## src/rtl/dmem_port_arbiter.sv

```systemverilog
// Two-port arbiter in front of a single-port synchronous dmem, with optional atomic lock.
// Define DMEM_ARB_RR_EN for round-robin arbitration; otherwise port 0 has fixed priority.
module dmem_port_arbiter #(
    parameter int unsigned ADDR_W   = 12,
    parameter int unsigned DATA_W   = 32,
    parameter int unsigned LOCK_MAX = 8
) (
    input  logic              clock,
    input  logic              reset,
    input  logic              req0,
    input  logic              req1,
    input  logic              we0,
    input  logic              we1,
    input  logic              lock0,
    input  logic              lock1,
    input  logic [ADDR_W-1:0] addr0,
    input  logic [ADDR_W-1:0] addr1,
    input  logic [DATA_W-1:0] wdata0,
    input  logic [DATA_W-1:0] wdata1,
    output logic              gnt0,
    output logic              gnt1,
    output logic              rvalid0,
    output logic              rvalid1,
    output logic [DATA_W-1:0] rdata,
    output logic [ADDR_W-1:0] mem_address,
    output logic [DATA_W-1:0] mem_data,
    output logic              mem_wren,
    input  logic [DATA_W-1:0] mem_q
);

    localparam int unsigned CntW = $clog2(LOCK_MAX + 1);

    localparam logic [1:0] StIdle  = 2'd0;
    localparam logic [1:0] StLock0 = 2'd1;
    localparam logic [1:0] StLock1 = 2'd2;

    logic [1:0]      state_q, state_d;
    logic            prio_q, prio_d;
    logic [CntW-1:0] lock_cnt_q, lock_cnt_d;
    logic            rvalid0_q, rvalid0_d;
    logic            rvalid1_q, rvalid1_d;
    logic            lock_held;

    always_comb begin
        gnt0 = 1'b0;
        gnt1 = 1'b0;
        if (!reset) begin
            case (state_q)
                StIdle: begin
                    if (req0 && req1) begin
                        gnt0 = ~prio_q;
                        gnt1 = prio_q;
                    end else begin
                        gnt0 = req0;
                        gnt1 = req1;
                    end
                end
                StLock0: gnt0 = req0;
                StLock1: gnt1 = req1;
                default: ;
            endcase
        end
    end

    assign mem_address = gnt1 ? addr1 : addr0;
    assign mem_data    = gnt1 ? wdata1 : wdata0;
    assign mem_wren    = (gnt0 & we0) | (gnt1 & we1);
    assign rdata       = mem_q;
    assign rvalid0     = rvalid0_q;
    assign rvalid1     = rvalid1_q;
    assign lock_held   = (state_q == StLock0) ? lock0 : lock1;

    always_comb begin
        state_d    = state_q;
        prio_d     = prio_q;
        lock_cnt_d = lock_cnt_q;
        rvalid0_d  = gnt0 & ~we0;
        rvalid1_d  = gnt1 & ~we1;
        case (state_q)
            StIdle: begin
                if (gnt0 || gnt1) begin
`ifdef DMEM_ARB_RR_EN
                    prio_d = gnt0;
`else
                    prio_d = 1'b0;
`endif
                end
                if (gnt0 && lock0) begin
                    state_d    = StLock0;
                    lock_cnt_d = CntW'(1);
                end else if (gnt1 && lock1) begin
                    state_d    = StLock1;
                    lock_cnt_d = CntW'(1);
                end
            end
            StLock0, StLock1: begin
                // Lock budget counts every locked cycle, whether or not the owner requests.
                if (!lock_held) begin
                    state_d    = StIdle;
                    lock_cnt_d = '0;
                end else if (lock_cnt_q == CntW'(LOCK_MAX)) begin
                    state_d    = StIdle;
                    lock_cnt_d = '0;
                    prio_d     = (state_q == StLock0);
                end else begin
                    lock_cnt_d = lock_cnt_q + CntW'(1);
                end
            end
            default: begin
                state_d    = StIdle;
                lock_cnt_d = '0;
            end
        endcase
    end

    always_ff @(posedge clock) begin
        if (reset) begin
            state_q    <= StIdle;
            prio_q     <= 1'b0;
            lock_cnt_q <= '0;
            rvalid0_q  <= 1'b0;
            rvalid1_q  <= 1'b0;
        end else begin
            state_q    <= state_d;
            prio_q     <= prio_d;
            lock_cnt_q <= lock_cnt_d;
            rvalid0_q  <= rvalid0_d;
            rvalid1_q  <= rvalid1_d;
        end
    end

endmodule

```

## config.mk

```make
export PLATFORM = sky130hd
export DESIGN_NAME = dmem_port_arbiter
export DESIGN_NICKNAME = d
export VERILOG_FILES = /design/src/rtl/dmem_port_arbiter.sv
export SDC_FILE = /design/constraint.sdc
export NUM_CORES = 1
export LEC_CHECK = 0
export BUFFER_PORTS_ARGS = -buffer_cell sky130_fd_sc_hd__buf_2
export CORE_AREA = 2 2 80 82
export DETAILED_ROUTE_END_ITERATION = 16
export DIE_AREA = 0 0 82 84
export PLACE_DENSITY_LB_ADDON = 0.15
export RECOVER_POWER = 25
export SYNTH_ARGS = -nofsm -noshare
export SYNTH_HDL_FRONTEND = slang
export SYNTH_SLANG_ARGS = --single-unit
```

## constraint.sdc

```tcl
create_clock -name clock -period 6.09 [get_ports clock]
set_input_delay 1.218 -clock clock [delete_from_list [all_inputs] [get_ports clock]]
set_output_delay 1.218 -clock clock [all_outputs]
set_load 0.02 [all_outputs]
```

==> reports/metrics.cfg <==
[die]
ios = 209
die_area_um2 = 6890
num_rows = 29
die_y_um = 84
core_um2 = 6100
start_util = 0.237
dieWidth_um = 82

[timing]
setup_ws_ns = 1.51
maxSlewViolCount = 0
slew_headroom = 0.441
rsz0062_at_grt = false
setup_viol_count_final = 0
fin_crit_sh = 0.752
fmax_mhz = 218
period_needed_ns = 4.58
worst_pin_slew_ns = 0.838
finClkSkew_ns = 0.00149
holdWs_ns = 0.511
finalSetupTns_ns = 0
hold_violations = 0

[synth]
syn_area_um2 = 1440
syn_nets = 291
yosysTopAreaCell = mux2_1
syn_inst = 156
yosys_warnings = 0
synth_top_area_frac = 0.211
synth-seq-area-share = 0.125
synth_flop_cell = dfxtp_1
syn_avg_cell_area_um2 = 9.26
yosysMostFrequentCell = buf_4
synth.distinct_cells = 39
ys_seq_elements = 9
synthTopCellsByArea = mux2_1 21%, buf_4 19%, mux2_2 13%
synth-edff-count = 0
async_flop_share = 0
synth_commonest_cells = 36 x buf_4, 27 x mux2_1, 17 x mux2_2

[placed_design]
port-buffer-count = 144
pre_cts_slack_ns = 1.60
gp_congestion = 0.849
placed_area_um2 = 2000
hpwl_um = 5850

[pwr]
internal_power_uw = 248
powerDensity_nw_per_um2 = 231
combPwrFrac = 0.680
p_leak_nw = 1.01
ir_drop_mv = 0.0663
clkPwrFrac = 0.155
switching_power_uw = 222
switching_share = 0.472
seq_power_share = 0.165

[worst_setup_path]
crit_arrival_ns = 3.36
required_ns = 4.87
critPathKind = in2out
start_kind = input pin
crit_fanout = 29
crit_path_end_kind = primary output

[global_route]
grt_max_degree = 30
overflow = 0
grt_pass1_vias = 1479
antenna_found_initial = 3
grt_pass1_wl_um = 8790
track_usage = 0.181

[detailed_routing]
via_per_inst = 4.51
drt_wl_total_um = 6660
first_pass_iters = 4
ant_nets = 0
wire_per_inst_um = 19.2
drcViolationCount = 0
drtIter0Drc = 55
vias = 1559

[clocking]
htree_num_levels = 1
cts.sinks = 9
clock_path_buffers = 2
cts_buffers = 3
cts_tree = yes
insertion_delay_ns = 0.24
postCtsResizedCells = 0
holdBufCountCts = 0
clkTransAtPathRegs_ns = 0.05
post_cts_buffers = 0
clockRootBuffer = clkbuf_8

[min_path]
hold_class = reg2reg

[run_status]
outcome = finished clean

[final_layout]
area_growth_pct = 40.9
postLayoutCellArea_um2 = 2030
nNetsFinal = 403
final_util = 0.334
fillers = 681
layout-drive-gt1-share = 0.625

[flow_run]
drv_cap = 0

==> metrics by stage <==
stage,power [mW],cells
2_1_floorplan,0.325,156
3_3_place_gp,0.402,340
3_5_place_dp,0.401,340
4_1_cts,0.476,344
5_1_grt,0.501,344
6_report,0.470,346
==> layout make-up <==
cell class	count	area [µm²]	area share
Sequential cell	9	180	0.0886
Tap cell	77	96.3	0.0474
Inverter	7	26.3	0.0129
Clock buffer	4	45.0	0.0221
Multi-Input combinational cell	102	957	0.470
Antenna cell	2	5.00	0.00246
Timing Repair Buffer	145	724	0.356
==> state kept, by name, summed over array words and instances (netlist names) <==
name,count
lock_cnt_q,4
prio_q,1
state_q,2
rvalid1,1
rvalid0,1
==> worst paths after layout <==
path / start / to / slack [ns] / cells past startpoint
min reg2reg: lock_cnt_q[1]$_SDFFE_PP0P_ / lock_cnt_q[1]$_SDFFE_PP0P_ / 0.51 / 2
max reg2reg: state_q[1]$_SDFFE_PP0P_ / lock_cnt_q[0]$_SDFFE_PP0P_ / 3.98 / 6
min: lock_cnt_q[1]$_SDFFE_PP0P_ / lock_cnt_q[1]$_SDFFE_PP0P_ / 0.51 / 2
max: reset / mem_data[31] / 1.51 / 5
==> kinds of logic (layout without fill, tap and decap cells) <==
logic type      count (synthesis)  after routing  synth area share
other cells                     0              2                 0
mux                            46             46             0.357
flops                           9              9             0.125
fa+ha+maj                       7              7            0.0607
simple gates                   31             31             0.141
compound gates                 18             18             0.105
buf+inv                        45            156             0.211
==> layer usage <==
layer	vias up	global-route usage	routed length (µm)
met3	16	0.0714	788
li1	753	-	-
met5	-	0	0
met2	112	0.242	2590
met1	678	0.264	3160
met4	0	0.0500	126
==> power by group through the flow <==
| stage | registers (mW) | clock network (mW) | logic (mW) |
|---|---|---|---|
| floorplan | 0.0785 | 0 | 0.246 |
| global placement | 0.0785 | 0 | 0.324 |
| detailed placement | 0.0788 | 0 | 0.322 |
| CTS | 0.0773 | 0.0750 | 0.324 |
| global route | 0.0798 | 0.0779 | 0.343 |
| finish | 0.0775 | 0.0727 | 0.319 |
==> layout by cell type (no fill, tap or decap), drive strengths merged, types with 2 or more instances in the layout <==
cell	n
mux2	44
inv	7
diode	2
nor2	6
ha	7
o21a	2
dfxtp	9
nand2b	5
nand3b	3
nor3b	2
nand3	5
buf	142
a21oi	4
clkbuf	7
mux2i	2
==> worst max-delay path: stages <==
cell	delay, ns
clkbuf_1	0.28
nor3b_4	0.79
buf_4	0.48
mux2_2	0.40
buf_2	0.17
Note: power is estimated with default switching activity, not from simulation.
